<file path="src/rtl/div_seq_ctrl.sv">
// Sequencer for an iterative 32-bit signed divider. Restoring division runs on
// operand magnitudes, one quotient bit per cycle, and the sign is fixed up at the end.
module div_seq_ctrl #(
  parameter int WIDTH = 32,
  parameter int CNT_W = 6
) (
  input  logic             clock,
  input  logic             reset,
  input  logic             ctrl_div,
  input  logic [WIDTH-1:0] data_operandA,
  input  logic [WIDTH-1:0] data_operandB,
  output logic [WIDTH-1:0] data_result,
  output logic             data_exception,
  output logic             data_resultRDY,
  output logic             busy
);

  typedef enum logic [1:0] {IDLE, ITER, FIX, DONE} state_t;

  localparam logic [CNT_W-1:0] LAST = CNT_W'(WIDTH - 1);

  state_t           state_q, state_d;
  logic [WIDTH-1:0] q_q, q_d, d_q, d_d, r_q, r_d, res_q, res_d;
  logic [CNT_W-1:0] cnt_q, cnt_d;
  logic             neg_q, neg_d, dz_q, dz_d, exc_q, exc_d;
  logic [WIDTH:0]   shifted, trial;

  // The magnitude of the most negative value (0x80..0) is kept as an unsigned pattern.
  function automatic logic [WIDTH-1:0] magnitude(input logic signed [WIDTH-1:0] v);
    return v[WIDTH-1] ? ({WIDTH{1'b0}} - v) : v;
  endfunction

  function automatic logic [WIDTH-1:0] apply_sign(input logic [WIDTH-1:0] mag, input logic neg);
    return neg ? ({WIDTH{1'b0}} - mag) : mag;
  endfunction

  // R stays below D (at most 2^(W-1)), so R[W-1] is always zero and may be dropped.
  assign shifted = {1'b0, r_q[WIDTH-2:0], q_q[WIDTH-1]};
  assign trial   = shifted - {1'b0, d_q};

  always_comb begin
    state_d = state_q;
    q_d     = q_q;
    d_d     = d_q;
    r_d     = r_q;
    cnt_d   = cnt_q;
    neg_d   = neg_q;
    dz_d    = dz_q;
    res_d   = res_q;
    exc_d   = exc_q;
    case (state_q)
      IDLE: begin
        if (ctrl_div) begin
          q_d   = magnitude(data_operandA);
          d_d   = magnitude(data_operandB);
          r_d   = '0;
          cnt_d = '0;
          neg_d = data_operandA[WIDTH-1] ^ data_operandB[WIDTH-1];
          dz_d  = (data_operandB == '0);
          // A zero divisor skips the iterations but still spends one edge in FIX.
          state_d = (data_operandB == '0) ? FIX : ITER;
        end
      end
      ITER: begin
        r_d   = trial[WIDTH] ? shifted[WIDTH-1:0] : trial[WIDTH-1:0];
        q_d   = {q_q[WIDTH-2:0], ~trial[WIDTH]};
        cnt_d = cnt_q + CNT_W'(1);
        if (cnt_q == LAST) state_d = FIX;
      end
      FIX: begin
        res_d   = dz_q ? '0 : apply_sign(q_q, neg_q);
        exc_d   = dz_q;
        state_d = DONE;
      end
      DONE: state_d = IDLE;
      default: state_d = IDLE;
    endcase
  end

  always_ff @(posedge clock or posedge reset) begin
    if (reset) begin
      state_q <= IDLE;
      q_q     <= '0;
      d_q     <= '0;
      r_q     <= '0;
      cnt_q   <= '0;
      neg_q   <= 1'b0;
      dz_q    <= 1'b0;
      res_q   <= '0;
      exc_q   <= 1'b0;
    end else begin
      state_q <= state_d;
      q_q     <= q_d;
      d_q     <= d_d;
      r_q     <= r_d;
      cnt_q   <= cnt_d;
      neg_q   <= neg_d;
      dz_q    <= dz_d;
      res_q   <= res_d;
      exc_q   <= exc_d;
    end
  end

  assign data_result    = res_q;
  assign data_exception = exc_q;
  assign data_resultRDY = (state_q == DONE);
  assign busy           = (state_q != IDLE);

endmodule

</file>
<file path="config.mk">
export PLATFORM = sky130hd
export DESIGN_NAME = div_seq_ctrl
export DESIGN_NICKNAME = d
export VERILOG_FILES = /design/src/rtl/div_seq_ctrl.sv
export SDC_FILE = /design/constraint.sdc
export NUM_CORES = 1
export LEC_CHECK = 0
export CAP_MARGIN = 20
export CORE_MARGIN = 2
export CORE_UTILIZATION = 35
export CTS_BUF_LIST = sky130_fd_sc_hd__clkbuf_4 sky130_fd_sc_hd__clkbuf_8
export DETAILED_ROUTE_END_ITERATION = 10
export PLACE_DENSITY = 0.68
export SYNTH_ARGS = -nofsm -noshare
export SYNTH_HDL_FRONTEND = slang
export SYNTH_SLANG_ARGS = --single-unit
</file>
<file path="constraint.sdc">
create_clock -name clock -period 4.8 [get_ports clock]
set_input_delay 0.96 -clock clock [delete_from_list [all_inputs] [get_ports clock]]
set_output_delay 0.96 -clock clock [all_outputs]
set_load 0.02 [all_outputs]
</file>
==> results.toml, run 1 <==
[pwr]
p_total_mw = 6.385
power.density_nw_per_um2 = 579.0
worst_ir_drop_vdd_mv = 0.3154
leakage_nw = 4.779

[placement]
gp_congestion = 0.9118
post-place-cells = 1477
port_buffers = 101
placed_area_um2 = 10560
hpwl_um = 16800

[floorplan]
die_w_um = 166.5
fp.coreArea_um2 = 25980
die_h_um = 166.5
die_area_um2 = 27710
floorplan.initialDensity_pct = 35.55
ios = 102
rows = 59

[timing]
final_hold_viol_count = 0
fmax_mhz = 257.7
slew_headroom_pct = 26.27
min_period_ns = 3.881
skew_ns = 0.01337
finalSetupTns_ns = 0
slew_violations = 0
timing.final.crit_share_pct = 80.85
tightest_slew_ns = 1.102
rsz0062_at_grt = "no"
setup_viol = 0

[route]
vias = 7973
drtAntennaViolNets = 0
drt-total-wl_um = 22800
viasPerCell = 5.280
drc = 0
drt_iter0_markers = 489
wl_per_cell_um = 15.10
firstDrtPassIters = 6

[layout]
drive_above_1_share_pct = 5.191
seq_area_um2 = 3453
layout.cells.non_filler = 1510
fill_cells = 2582
n_antenna_cell = 0
multi_input_area_um2 = 5288
area_growth_pct = 19.37
finalNetCount = 1270
post-route-cell-area_um2 = 11030

[logic_synthesis]
muxShareOfSynthArea_pct = 2.830
yosysSeqAreaShare_pct = 37.38
synth_compound_area_share_pct = 23.31
synthFlopType = "dfrtp_1"
ys_warn_count = 0
synth_cells = 1085
synth_top_cell_by_area = "dfrtp_1"
ys_async_sr_fraction_pct = 100.0
synth_fa_ha_area_share_pct = 5.634
synthesis.area_um2 = 9239
synth_top_area_share_pct = 37.38
synth_xor_area_share_pct = 11.38
syn_area_per_cell_um2 = 8.515
synth_top_family_by_area = "compound AO/OA/AOI/OAI gates"
syn-num-nets = 1193
synth_area_leaders = "dfrtp_1 (37%), xor2_1 (8.6%), o21ai_0 (7.3%)"
synth_edf_count = 0
synth_cell_types = 60
ys_ff_latch = 138
synth_simple_gate_area_share_pct = 13.87

[clocking]
cts_root_buf = "clkbuf_8"
clockBufferDepth = 2
cts_tree = "done"
cts_setup_buffers = 0
ctsHoldBuffers = 0
insertion_delay_ns = 0.46
cts_resized = 0
cts.sinks = 138
h-tree-depth = 4
clk_pin_slew_ns = 0.08
cts_buffers = 17

[worst_setup_path]
arrival_ns = 4.19
path_max_fanout = 12
cp-start-kind = "register"
path_class = "register to register"
worstPathRequired_ns = 5.10
end_kind = "register"

[grt]
grt_usage_pct = 16.46
grt_pass1_vias = 7665
grt_max_degree = 89
grt_overflow_total = 0
grt_pass1_wl_um = 37820
grt_antenna_before_repair = 0

[outcome]
status = "completed"

[min_path]
hp-class = "register to register"

[flow_run]
maxCapViolCount = 0
-- routing by layer --
layer  vias to the layer above  share of wire (%)  track usage, %
met1                      3754                 47           22.28
li1                       4020                  -               -
met2                       165                 47           27.04
met4                         0                2.1           5.472
met3                        34                3.6           2.495
met5                         -                  0               0
-- metrics by stage --
stage	util [%]	worst slack (ns)	hold slack (ns)
floorplan	-	0.1438	0.4498
global placement	40.65	0.5195	0.4640
detailed placement	40.65	0.5170	0.4698
CTS	42.38	0.9206	0.4893
global route	42.44	0.6527	0.5057
finish	42.44	0.9192	0.4833
-- flip-flops by register name (all words and copies together), names as in the netlist --
signal	count
cnt_q	6
d_q	32
data_exception	1
data_result	32
dz_q	1
neg_q	1
q_q	32
r_q	31
state_q	2
-- Yosys cell counts (2+ instances only) --
master     count
a211oi_1       4
a21o_1        19
a21oi_1       64
a22o_1         2
a31o_2         2
a31oi_1        5
a32oi_1       12
and2_1         4
and3_1         4
buf_1          6
clkbuf_1      47
dfrtp_1      138
ha_1          40
inv_1         84
mux2i_1       25
nand2_1      125
nand2b_1       7
nand3_1        7
nand3b_1       3
nand4_1        7
nor2_1        53
nor2b_1        8
nor3_1        10
nor3b_1        2
nor4_1         5
o2111ai_1      5
o211ai_1       2
o21a_1         7
o21ai_0      134
o21bai_1       5
o22ai_1       35
o31ai_1       26
o41ai_1       16
or2_2          5
or3_1         14
or4_1          9
or4_4          3
xnor2_1       29
xor2_1        91
-- cell type report --
class / count / area share (%)
multi-input cells: 809 / 47.95
flip-flops and latches: 138 / 31.31
repair buffers: 111 / 9.916
well taps: 335 / 3.801
inverters: 85 / 2.939
clock buffers: 18 / 2.190
clock inverters: 14 / 1.895
-- worst paths after layout --
path                                     start                           to  slack, ns  cells after the start
max in group asynchronous                reset           q_q[3]$_DFFE_PP0P_       2.84                      3
min reg2reg                d_q[17]$_DFFE_PP0P_          d_q[17]$_DFFE_PP0P_       0.48                      2
max                        q_q[31]$_DFFE_PP0P_          r_q[15]$_DFFE_PP0P_       0.92                     13
min                        d_q[17]$_DFFE_PP0P_          d_q[17]$_DFFE_PP0P_       0.48                      2
max reg2reg                q_q[31]$_DFFE_PP0P_          r_q[15]$_DFFE_PP0P_       0.92                     13
min in group asynchronous                reset  data_result[27]$_DFFE_PP0P_       1.03                      2
-- logic make-up after synthesis --
family | Yosys count
AOI/OAI and AO/OA | 351
xor gates and xnor gates | 120
adders and majority gates | 41
buffers and inverters | 138
DFF | 138
muxes | 26
and+or+nand+nor | 271
-- cell usage in the layout, fill, tap and decap left out, drive strengths merged, types with 5 or more instances in the layout --
master | Yosys | routed
dfrtp | 138 | 138
o21ai | 135 | 135
nand2 | 125 | 125
clkdlybuf4s50 | 0 | 101
xor2 | 91 | 91
inv | 84 | 91
a21oi | 65 | 65
nor2 | 53 | 53
ha | 40 | 40
o22ai | 35 | 35
xnor2 | 29 | 29
o31ai | 26 | 26
mux2i | 25 | 25
a21o | 19 | 19
clkbuf | 47 | 18
o41ai | 16 | 16
or3 | 15 | 15
a32oi | 12 | 12
or4 | 12 | 12
nor3 | 10 | 10
buf | 6 | 10
nor2b | 8 | 8
nand2b | 8 | 8
nand4 | 7 | 7
nand3 | 7 | 7
o21a | 7 | 7
or2 | 5 | 5
o21bai | 5 | 5
o2111ai | 5 | 5
a31oi | 5 | 5
nor4 | 5 | 5
-- power by group --
group	leakage, nW	switching (mW)	internal [mW]
Sequential	1.78	0.426	1.60
Clock	0.219	0.514	0.587
Combinational	2.78	1.89	1.36
Total	4.78	2.83	3.55
-- worst max-delay path, cell delays in order, from the launching register on --
cell      delay, ns
dfrtp_1        0.40
inv_1          0.11
ha_1           0.22
inv_1          0.07
fa_1           0.22
a211oi_1       0.09
o21a_1         0.23
a21oi_1        0.33
a211o_1        0.31
o21ai_0        0.23
a21oi_2        0.80
buf_4          0.38
mux2i_1        0.22
o21ai_0        0.10
Power figures use the tool's default switching activity.
==> inputs of run 2 (changes only) <==
PLACE_DENSITY = 0.66   (was 0.68)
clock period = 3.7 ns   (was 4.8 ns; I/O delays follow)
==> run 2 against run 1 <==
Clock skew rose by 0.0056 ns. Routed wire length increased by 1.7%. Largest cell class unchanged. Global-route usage rose by 0.48 points. Combinational power rose by 31%. Final area increased by 2.2%. Worst setup slack got worse by 0.64 ns. Sequential power is 30% higher. Die area unchanged. Critical path depth did not move. First-iteration DRC count rose by 17%. Via count grew 0.55%. Highest routed layer unchanged. Largest power group unchanged. Hold slack lost 0.00088 ns.
==> results.toml, run 2 (same netlist as run 1, synthesis figures left out) <==
[timing]
setup_viol = 0
final_hold_viol_count = 0
tightest_slew_ns = 0.8848
timing.final.crit_share_pct = 92.55
fmax_mhz = 292.0
timing.hold.ws_ns = 0.4824
slew_violations = 0
rsz0062_at_grt = "no"
slew_headroom_pct = 41.01
min_period_ns = 3.424
skew_ns = 0.01901

[worst_setup_path]
ff2ff_setup_slack_ns = 0.28
arrival_ns = 3.75
path_class = "register to register"
end_kind = "register"
cp-start-kind = "register"
crit_path_frequent_cell = "inv_1"
path_max_fanout = 10
path_buf_inv = 3
worstPathRequired_ns = 4.02
cpMaxStageDelayCell = "dfrtp_1"
critPathTopFamily = "compound AO/OA/AOI/OAI gates"
cpPeakStageDelay_ns = 0.41
crit_chain = "inv_1, ha_1, inv_1, fa_1, a211oi_1, o21a_1, a21oi_1, a211o_1, o21ai_1, a21oi_2, buf_4, mux2i_1, o21ai_0"

[pwr]
leakage_nw = 4.933
worst_ir_drop_vdd_mv = 0.3412
p_total_mw = 8.182
power.density_nw_per_um2 = 726.3

[clocking]
insertion_delay_ns = 0.47
cts_root_buf = "clkbuf_8"
cts.sinks = 138
cts_resized = 0
cts_tree = "done"
clockBufferDepth = 2
h-tree-depth = 4
ctsHoldBuffers = 0
clk_pin_slew_ns = 0.10
cts_buffers = 17
cts_setup_buffers = 0

[route]
firstDrtPassIters = 6
drt_iter0_markers = 573
drtAntennaViolNets = 0
drt-total-wl_um = 23190
vias = 8017
wl_per_cell_um = 15.01
viasPerCell = 5.189
drc = 0

[grt]
grt_pass1_vias = 7579
grt_pass1_wl_um = 38590
grt_max_degree = 83
grt_antenna_before_repair = 1
grt_usage_pct = 16.94
grt_overflow_total = 0

[floorplan]
fp.coreArea_um2 = 25980
die_h_um = 166.5
rows = 59
ios = 102
die_area_um2 = 27710
die_w_um = 166.5
floorplan.initialDensity_pct = 35.55

[placement]
placed_area_um2 = 10840
gp_congestion = 0.9060
port_buffers = 101
hpwl_um = 17470

[min_path]
hp-class = "register to register"

[layout]
mostFrequentLayoutCell = "dfrtp_1"
layout_common_cells = "dfrtp_1 (138), o21ai_0 (133), nand2_1 (124), clkdlybuf4s50_1 (101), xor2_1 (91)"
finalNetCount = 1304
area_growth_pct = 21.94
drive_above_1_share_pct = 7.858
post-route-cell-area_um2 = 11270
fill_cells = 2574

[flow_run]
maxCapViolCount = 0

[outcome]
status = "completed"
==> run 2: cell count changes in the layout (fill, tap and decap cells not counted), sizes merged <==
cell	before	now
diode	0	1
clkinvlp	3	1
inv	91	95
clkbuf	18	17
buf	10	44
bufinv	4	1
clkinv	1	3
==> run 2: through the flow <==
stage	TNS [ns]	setup WS (ns)	std cells	util, %
floorplan	0	0.3470	1085	-
global placement	-0.5658	-0.1823	1511	41.72
detailed placement	-0.7889	-0.1811	1511	41.72
CTS	0	0.08498	1543	43.29
global route	0	0.04012	1545	43.36
finish	0	0.2756	1545	43.36
==> run 2: final timing paths <==
path / from / to / depth (start not counted)
max: q_q[31]$_DFFE_PP0P_ / r_q[15]$_DFFE_PP0P_ / 13
min: d_q[27]$_DFFE_PP0P_ / d_q[27]$_DFFE_PP0P_ / 2
max reg2reg: q_q[31]$_DFFE_PP0P_ / r_q[15]$_DFFE_PP0P_ / 13
min reg2reg: d_q[27]$_DFFE_PP0P_ / d_q[27]$_DFFE_PP0P_ / 2
max in group asynchronous: reset / state_q[1]$_DFFE_PP0P_ / 3
min in group asynchronous: reset / data_result[27]$_DFFE_PP0P_ / 2
==> run 2: per-layer routing <==
layer | wire [um] | global-route usage (%)
met4 | 544 | 5.585
met1 | 11070 | 23.38
met5 | 0 | 0
met3 | 825 | 3.042
met2 | 10750 | 26.95
==> run 2: power by group <==
group / leakage, nW / internal (mW) / switching [mW]
Sequential: 1.78 / 2.08 / 0.547
Clock: 0.209 / 0.575 / 0.724
Combinational: 2.95 / 1.80 / 2.46
Total: 4.93 / 4.45 / 3.73
==> run 2: area by class of cell <==
class / instances / area (um2) / area share, %
Antenna cell: 1 / 2.502 / 0.02221
Clock buffer: 17 / 234.0 / 2.077
Clock inverter: 15 / 172.7 / 1.533
Inverter: 85 / 322.8 / 2.865
Multi-Input combinational cell: 809 / 5288 / 46.93
Sequential cell: 138 / 3453 / 30.65
Tap cell: 335 / 419.2 / 3.721
Timing Repair Buffer: 145 / 1374 / 12.19
==> run 2: tightest hold or removal path: cells and delay by family (launching register included) <==
family	cells	cell delay [ns]
simple gates	1	0.04
flops	1	0.35
compound gates	1	0.06
